<file path="src/rtl/spi_pkg.sv">
// Shared definitions for the synth SPI register link (master and slave side).
// Contents: frame/field widths, the master FSM state type, register-number
// field constants agreed with the slave, and the frame packing helper.
package spi_pkg;

  localparam int unsigned SPI_FRAME_BITS = 32;
  localparam int unsigned SPI_ADDR_BITS  = 16;
  localparam int unsigned SPI_DATA_BITS  = 16;

  typedef enum logic [2:0] {
    IDLE,
    CS_SETUP,
    SCK_LOW,
    SCK_HIGH,
    CS_HOLD,
    CS_GAP
  } spi_master_state_t;

  // Register-number map decoded by the slave: top nibble selects the bank.
  localparam logic [SPI_ADDR_BITS-1:0] SPI_REG_BANK_MASK = 16'hF000;
  localparam logic [SPI_ADDR_BITS-1:0] SPI_REG_SINE_BASE = 16'h1000;
  localparam logic [SPI_ADDR_BITS-1:0] SPI_REG_VOICE_BASE = 16'h5000;
  localparam logic [SPI_ADDR_BITS-1:0] SPI_REG_LOOPBACK = 16'hC000;

  // Register number occupies the upper half so it is shifted out first.
  function automatic logic [SPI_FRAME_BITS-1:0] spi_frame(
    input logic [SPI_ADDR_BITS-1:0] reg_num,
    input logic [SPI_DATA_BITS-1:0] value
  );
    return {reg_num, value};
  endfunction

endpackage

</file>
<file path="src/rtl/spi_register_master_if.sv">
// Command port of spi_register_master.
//   i_CmdValid/o_CmdReady : command handshake
//   i_CmdRegister/Value   : 16-bit register number and value
//   o_Busy, o_Done        : frame in progress / one-cycle completion pulse
//   o_ReadData            : MISO word of the last completed frame
// Modport master = command issuer, slave = the SPI register master block.
interface spi_register_master_if;
  import spi_pkg::*;

  logic                      i_CmdValid;
  logic                      o_CmdReady;
  logic [SPI_ADDR_BITS-1:0]  i_CmdRegister;
  logic [SPI_DATA_BITS-1:0]  i_CmdValue;
  logic                      o_Busy;
  logic                      o_Done;
  logic [SPI_FRAME_BITS-1:0] o_ReadData;

  modport master (
    output i_CmdValid, i_CmdRegister, i_CmdValue,
    input  o_CmdReady, o_Busy, o_Done, o_ReadData
  );

  modport slave (
    input  i_CmdValid, i_CmdRegister, i_CmdValue,
    output o_CmdReady, o_Busy, o_Done, o_ReadData
  );

endinterface

</file>
<file path="src/rtl/spi_phase_timer.sv">
// Loadable down-counter timing each FSM phase.
//   i_Clock, i_Reset : clock, synchronous active-high reset
//   i_Load           : reload strobe (asserted on every state change)
//   i_LoadValue      : phase length minus one
//   o_Expire         : high in the last cycle of the phase
// Counts down to zero and holds there; never wraps.
module spi_phase_timer #(
  parameter int unsigned WIDTH = 3
) (
  input  logic             i_Clock,
  input  logic             i_Reset,
  input  logic             i_Load,
  input  logic [WIDTH-1:0] i_LoadValue,
  output logic             o_Expire
);

  logic [WIDTH-1:0] cnt_q, cnt_d;

  always_comb begin
    cnt_d = cnt_q;
    if (i_Load)
      cnt_d = i_LoadValue;
    else if (cnt_q != '0)
      cnt_d = cnt_q - WIDTH'(1);
  end

  always_ff @(posedge i_Clock) begin
    if (i_Reset) cnt_q <= '0;
    else         cnt_q <= cnt_d;
  end

  assign o_Expire = (cnt_q == '0);

endmodule

</file>
<file path="src/rtl/spi_register_master.sv">
// SPI mode-0 initiator for the synth register interface.
//   i_Clock, i_Reset : clock, synchronous active-high reset
//   cmd              : command port (valid/ready, register, value, busy,
//                      done pulse, read data)
//   o_SPI_CS/SCK/MOSI: chip select (active low), SPI clock (CPOL=0), data out
//   i_SPI_MISO       : slave data in (already synchronous to i_Clock)
// Each accepted command becomes one 32-bit frame, MSB first; the 32 MISO
// bits captured on the SCK rising edges appear on o_ReadData at o_Done.
module spi_register_master
  import spi_pkg::*;
#(
  parameter int unsigned CLKS_PER_HALF_SCK = 4,
  parameter int unsigned CS_SETUP_CLKS     = 2,
  parameter int unsigned CS_HOLD_CLKS      = 2,
  parameter int unsigned CS_IDLE_CLKS      = 4
) (
  input  logic                 i_Clock,
  input  logic                 i_Reset,
  spi_register_master_if.slave cmd,
  output logic                 o_SPI_CS,
  output logic                 o_SPI_SCK,
  output logic                 o_SPI_MOSI,
  input  logic                 i_SPI_MISO
);

  localparam int unsigned MAX_AB   = (CLKS_PER_HALF_SCK > CS_SETUP_CLKS) ? CLKS_PER_HALF_SCK : CS_SETUP_CLKS;
  localparam int unsigned MAX_CD   = (CS_HOLD_CLKS > CS_IDLE_CLKS) ? CS_HOLD_CLKS : CS_IDLE_CLKS;
  localparam int unsigned MAX_CLKS = (MAX_AB > MAX_CD) ? MAX_AB : MAX_CD;
  localparam int unsigned PH_W     = $clog2(MAX_CLKS + 1);

  // The IDLE cycle carrying o_Done is itself a CS-high cycle, so CS_GAP
  // lasts one cycle less than the minimum gap and is skipped when that is 0.
  localparam bit              HAS_GAP  = (CS_IDLE_CLKS > 1);
  localparam logic [PH_W-1:0] LD_SETUP = PH_W'(CS_SETUP_CLKS - 1);
  localparam logic [PH_W-1:0] LD_HALF  = PH_W'(CLKS_PER_HALF_SCK - 1);
  localparam logic [PH_W-1:0] LD_HOLD  = PH_W'(CS_HOLD_CLKS - 1);
  localparam logic [PH_W-1:0] LD_GAP   = PH_W'(HAS_GAP ? CS_IDLE_CLKS - 2 : 0);
  localparam logic [5:0]      NBITS    = 6'(SPI_FRAME_BITS);

  spi_master_state_t         state_q, state_d;
  logic [SPI_FRAME_BITS-1:0] tx_q, tx_d, rx_q, rx_d, rdata_q, rdata_d;
  logic [5:0]                bits_q, bits_d;
  logic                      cs_q, cs_d, sck_q, sck_d, mosi_q, mosi_d;
  logic                      done_q, done_d, ready_q, ready_d, busy_q, busy_d;
  logic                      phase_load, phase_expire;
  logic [PH_W-1:0]           phase_val;

  spi_phase_timer #(.WIDTH(PH_W)) u_phase_timer (
    .i_Clock     (i_Clock),
    .i_Reset     (i_Reset),
    .i_Load      (phase_load),
    .i_LoadValue (phase_val),
    .o_Expire    (phase_expire)
  );

  always_comb begin
    state_d = state_q;
    tx_d    = tx_q;
    rx_d    = rx_q;
    bits_d  = bits_q;
    case (state_q)
      IDLE: begin
        if (cmd.i_CmdValid && ready_q) begin
          state_d = CS_SETUP;
          tx_d    = spi_frame(cmd.i_CmdRegister, cmd.i_CmdValue);
          rx_d    = '0;
          bits_d  = NBITS;
        end
      end
      CS_SETUP: if (phase_expire) state_d = SCK_LOW;
      SCK_LOW: begin
        if (phase_expire) begin
          state_d = SCK_HIGH;
          rx_d    = {rx_q[SPI_FRAME_BITS-2:0], i_SPI_MISO};
        end
      end
      SCK_HIGH: begin
        if (phase_expire) begin
          bits_d = bits_q - 6'd1;
          if (bits_q == 6'd1) begin
            state_d = CS_HOLD;
          end else begin
            state_d = SCK_LOW;
            tx_d    = {tx_q[SPI_FRAME_BITS-2:0], 1'b0};
          end
        end
      end
      CS_HOLD: if (phase_expire) state_d = HAS_GAP ? CS_GAP : IDLE;
      CS_GAP:  if (phase_expire) state_d = IDLE;
      default: state_d = IDLE;
    endcase

    // Pin values are decoded from the next state so they change on the
    // same edge as the state register.
    cs_d    = (state_d == IDLE) || (state_d == CS_GAP);
    sck_d   = (state_d == SCK_HIGH);
    mosi_d  = (state_d inside {CS_SETUP, SCK_LOW, SCK_HIGH}) ? tx_d[SPI_FRAME_BITS-1] : 1'b0;
    done_d  = (state_d == IDLE) && (state_q != IDLE);
    ready_d = (state_d == IDLE);
    busy_d  = (state_d != IDLE);
    rdata_d = done_d ? rx_q : rdata_q;

    phase_load = (state_d != state_q);
    case (state_d)
      CS_SETUP:          phase_val = LD_SETUP;
      SCK_LOW, SCK_HIGH: phase_val = LD_HALF;
      CS_HOLD:           phase_val = LD_HOLD;
      CS_GAP:            phase_val = LD_GAP;
      default:           phase_val = '0;
    endcase
  end

  always_ff @(posedge i_Clock) begin
    if (i_Reset) begin
      state_q <= IDLE;
      tx_q    <= '0;
      rx_q    <= '0;
      rdata_q <= '0;
      bits_q  <= '0;
      cs_q    <= 1'b1;
      sck_q   <= 1'b0;
      mosi_q  <= 1'b0;
      done_q  <= 1'b0;
      ready_q <= 1'b0;
      busy_q  <= 1'b0;
    end else begin
      state_q <= state_d;
      tx_q    <= tx_d;
      rx_q    <= rx_d;
      rdata_q <= rdata_d;
      bits_q  <= bits_d;
      cs_q    <= cs_d;
      sck_q   <= sck_d;
      mosi_q  <= mosi_d;
      done_q  <= done_d;
      ready_q <= ready_d;
      busy_q  <= busy_d;
    end
  end

  assign o_SPI_CS       = cs_q;
  assign o_SPI_SCK      = sck_q;
  assign o_SPI_MOSI     = mosi_q;
  assign cmd.o_CmdReady = ready_q;
  assign cmd.o_Busy     = busy_q;
  assign cmd.o_Done     = done_q;
  assign cmd.o_ReadData = rdata_q;

endmodule

</file>
<file path="src/flat_wrapper.sv">
// flat-port wrapper written by rule: the top's interface ports become plain ports
module spi_register_master_flat import spi_pkg::*;
#(
  parameter int unsigned CLKS_PER_HALF_SCK = 4,
  parameter int unsigned CS_SETUP_CLKS     = 2,
  parameter int unsigned CS_HOLD_CLKS      = 2,
  parameter int unsigned CS_IDLE_CLKS      = 4
)
  (i_Clock, i_Reset, o_SPI_CS, o_SPI_SCK, o_SPI_MOSI, i_SPI_MISO, cmd_i_CmdValid, cmd_i_CmdRegister, cmd_i_CmdValue, cmd_o_CmdReady, cmd_o_Busy, cmd_o_Done, cmd_o_ReadData);
  spi_register_master_if cmd_i ();
  input  logic i_Clock;
  input  logic i_Reset;
  output logic o_SPI_CS;
  output logic o_SPI_SCK;
  output logic o_SPI_MOSI;
  input  logic i_SPI_MISO;
  input wire logic [$bits(cmd_i.i_CmdValid)-1:0] cmd_i_CmdValid;
  input wire logic [$bits(cmd_i.i_CmdRegister)-1:0] cmd_i_CmdRegister;
  input wire logic [$bits(cmd_i.i_CmdValue)-1:0] cmd_i_CmdValue;
  output wire logic [$bits(cmd_i.o_CmdReady)-1:0] cmd_o_CmdReady;
  output wire logic [$bits(cmd_i.o_Busy)-1:0] cmd_o_Busy;
  output wire logic [$bits(cmd_i.o_Done)-1:0] cmd_o_Done;
  output wire logic [$bits(cmd_i.o_ReadData)-1:0] cmd_o_ReadData;
  assign cmd_i.i_CmdValid = cmd_i_CmdValid;
  assign cmd_i.i_CmdRegister = cmd_i_CmdRegister;
  assign cmd_i.i_CmdValue = cmd_i_CmdValue;
  assign cmd_o_CmdReady = cmd_i.o_CmdReady;
  assign cmd_o_Busy = cmd_i.o_Busy;
  assign cmd_o_Done = cmd_i.o_Done;
  assign cmd_o_ReadData = cmd_i.o_ReadData;
  spi_register_master #(.CLKS_PER_HALF_SCK(CLKS_PER_HALF_SCK), .CS_SETUP_CLKS(CS_SETUP_CLKS), .CS_HOLD_CLKS(CS_HOLD_CLKS), .CS_IDLE_CLKS(CS_IDLE_CLKS)) u_core (.i_Clock(i_Clock), .i_Reset(i_Reset), .cmd(cmd_i), .o_SPI_CS(o_SPI_CS), .o_SPI_SCK(o_SPI_SCK), .o_SPI_MOSI(o_SPI_MOSI), .i_SPI_MISO(i_SPI_MISO));
endmodule
</file>
<file path="config.mk">
export PLATFORM = sky130hd
export DESIGN_NAME = spi_register_master_flat
export DESIGN_NICKNAME = d
export VERILOG_FILES = /design/src/rtl/spi_pkg.sv /design/src/rtl/spi_register_master_if.sv /design/src/rtl/spi_phase_timer.sv /design/src/rtl/spi_register_master.sv /design/src/flat_wrapper.sv
export SDC_FILE = /design/constraint.sdc
export NUM_CORES = 1
export LEC_CHECK = 0
export CORE_MARGIN = 2
export CORE_UTILIZATION = 30
export CTS_BUF_LIST = sky130_fd_sc_hd__clkbuf_8
export DETAILED_ROUTE_END_ITERATION = 8
export PLACE_DENSITY_LB_ADDON = 0.15
export SETUP_SLACK_MARGIN = 0.15
export SYNTH_ARGS = -nofsm -noshare
export SYNTH_HDL_FRONTEND = slang
export SYNTH_SLANG_ARGS = --single-unit
</file>
<file path="constraint.sdc">
create_clock -name i_Clock -period 3.8 [get_ports i_Clock]
set_input_delay 0.76 -clock i_Clock [delete_from_list [all_inputs] [get_ports i_Clock]]
set_output_delay 0.76 -clock i_Clock [all_outputs]
set_load 0.02 [all_outputs]
</file>
==> results.json <==
{
  "synth_top_cells_by_area": "dfxtp_1 (51%), a21oi_1 (8.2%), nand3_1 (7.3%)",
  "maxcap_viol_count": 0,
  "min_period_over_period_pct": 60.8,
  "layout.core_utilization_pct": 39.2,
  "timing_hold_violations_final": 0,
  "class_of_the_worst_hold_path": "flip-flop to flip-flop",
  "synthFlopType": "dfxtp_1",
  "grt_pass1_vias": 3595,
  "initial_standard_cell_utilization_of_the_core_pct": 30.9,
  "grt_start_max_net_pins": 72,
  "io_pins": 74,
  "yosys_register_bits": 114,
  "clkTransAtPathRegs_ns": 0.06,
  "syn_std_cell_area_um2": 4510,
  "global_placer_s_final_weighted_congestion": 0.736,
  "drc_errors": 0,
  "synthTopCellsByCount": "dfxtp_1 (114), a21oi_1 (74), nand3_1 (66), nor2_1 (42), nand2_1 (40)",
  "number_of_setup_violations_in_the_final_report": 0,
  "timing_worst_setup_path_type": "flip-flop to flip-flop",
  "cts-hold-fix-buffers": 0,
  "syn_inst": 504,
  "tightest_slew_ns": 0.736,
  "yosysSeqAreaShare_pct": 50.6,
  "max-slew-margin-rel_pct": 50.9,
  "cts.sinks": 114,
  "globalRouteOverflowTotal": 0,
  "cts_root_cell": "clkbuf_8",
  "synthesis.yosys.warnings": 0,
  "synthDominantAreaCellType": "dfxtp_1",
  "fraction_of_final_layout_cells_with_drive_strength_greater_than_1_pct": 8.19,
  "track_usage_pct": 14.0,
  "tritoncts": "done",
  "num-nets-final": 602,
  "power.total_uw": 2930,
  "number_of_optimization_iterations_in_the_first_detailed_route_pass": 5,
  "cts-root-to-sink-buffers": 2,
  "die_x_um": 127,
  "worstPathArrival_ns": 2.66,
  "finalWorstPathRequiredPeriod_ns": 2.31,
  "final-max-slew-violation-count": 0,
  "die-height_um": 127,
  "status": "complete, no violations",
  "power-per-cell-area_nw_per_um2": 513,
  "timing.critical_path.fanout_max": 34,
  "yosys.area.top_type_share_pct": 50.6,
  "wirelength_um": 10700,
  "worst_setup_path_end_kind": "flip-flop",
  "detail_route.iter0.violations": 239,
  "clkLatencyLatePin_ns": 0.43,
  "final.setup_skew_ns": 0.00738,
  "synthesis.nets": 544,
  "hpwl_um": 6730,
  "postCtsResizedCells": 0,
  "final.setup.tns_ns": 0,
  "timing.critical_path.required_ns": 4.15,
  "rows": 44,
  "vdd.ir_drop.worst_mv": 0.176,
  "ctsHtreeMaxLevel": 4,
  "antenna-diode-count": 0,
  "crit_path_start_kind": "flip-flop",
  "rsz0062_at_grt": "false",
  "cts_setup_buffers": 0,
  "achievable-frequency_mhz": 433,
  "grt_pass1_wl_um": 18000,
  "wl_per_cell_um": 14.1,
  "yosysUniqueCellTypes": 48,
  "antenna_found_initial": 0,
  "dieArea_um2": 16000,
  "cts_made_buffers": 17,
  "route.detailed.vias_per_inst": 5.01,
  "syn_to_final_growth_pct": 26.9,
  "power.static_leakage_uw": 0.00215,
  "synth_async_sr_flop_share_pct": 0,
  "yosys.cell_count.top_type": "dfxtp_1",
  "post_synth_edffs": 0,
  "synth.avg_cell_area_um2": 8.94,
  "route.vias.total": 3797,
  "ant_nets": 0,
  "io_buffer_count": 73,
  "core-area_um2": 14600
}
## final cells by class
type / count / area, um^2
clock buffer: 23 / 317
clock inverter: 8 / 36.3
fill: 1493 / 8870
inverter: 7 / 26.3
multi-input combinational: 340 / 2030
sequential: 114 / 2280
tap: 184 / 230
timing repair buffer: 82 / 796
## report_power, final
part	internal (uW)	switching, uW
clock	538	450
sequential	1280	65.9
combinational	223	379
total	2040	894
## cells in the final DEF, fill, tap and decap left out, types with 3 or more instances in the layout
| cell | n |
|---|---|
| dfxtp_1 | 114 |
| a21oi_1 | 74 |
| clkdlybuf4s50_1 | 72 |
| nand3_1 | 66 |
| nor2_1 | 41 |
| nand2_1 | 40 |
| a22oi_1 | 32 |
| mux2i_1 | 32 |
| clkbuf_8 | 23 |
| buf_4 | 10 |
| inv_1 | 9 |
| o21ai_0 | 5 |
| clkinv_2 | 5 |
| ha_1 | 4 |
| nor3_1 | 3 |
| nor2b_1 | 3 |
## sequential cells by signal, summed over array words and instances, names as in the netlist, 3 cells and up
signal,cells
u_core.cmd.o_ReadData,32
u_core.tx_q,32
u_core.state_q,3
u_core.rx_q,32
u_core.u_phase_timer.cnt_q,3
u_core.bits_q,6
## path summary, 6_finish.rpt
path,startpoint,end,slack (ns),cells past startpoint
max,u_core.state_q[1],u_core.rx_q[2],1.49,6
min,u_core.rx_q[31],u_core.rx_q[31],0.46,2
max reg2reg,u_core.state_q[1],u_core.rx_q[2],1.49,6
min reg2reg,u_core.rx_q[31],u_core.rx_q[31],0.46,2
## metal layers
| metal | part of all wire (%) | GRT usage [%] |
|---|---|---|
| met1 | 47 | 17.9 |
| met2 | 47 | 21.9 |
| met4 | 1.7 | 6.14 |
| met5 | 0 | 0 |
| met3 | 4.4 | 4.18 |
## metrics by stage
step           instances  area (um^2)  hold slack (ns)  setup WS, ns
2_1_floorplan        504         4510            0.431          2.00
3_3_place_gp         727         5370            0.448          1.23
3_5_place_dp         727         5370            0.451          1.19
4_1_cts              758         5720            0.465          1.54
5_1_grt              758         5720            0.484          1.28
6_report             758         5720            0.458          1.49
## critical path, cell delays in order (launching register included)
cell and delay [ns]:
dfxtp_1 0.71, nor3b_4 0.27, buf_4 0.38, a22o_1 0.19, buf_4 0.32, nand3_1 0.13, a21oi_1 0.19
## kinds of logic (layout without fill, tap and decap cells)
| kind of cell | count (synthesis) | in the layout | share of synthesized area, % |
|---|---|---|---|
| AO/OA/AOI/OAI | 127 | 127 | 17.0 |
| multiplexers | 33 | 33 | 7.36 |
| AND/OR/NAND/NOR | 175 | 175 | 18.7 |
| flip-flops | 114 | 114 | 50.6 |
| adder cells (fa/ha/maj) | 4 | 4 | 1.11 |
| buffers and inverters | 50 | 120 | 5.00 |
| XOR/XNOR | 1 | 1 | 0.194 |
(Power assumes the default switching activity.)
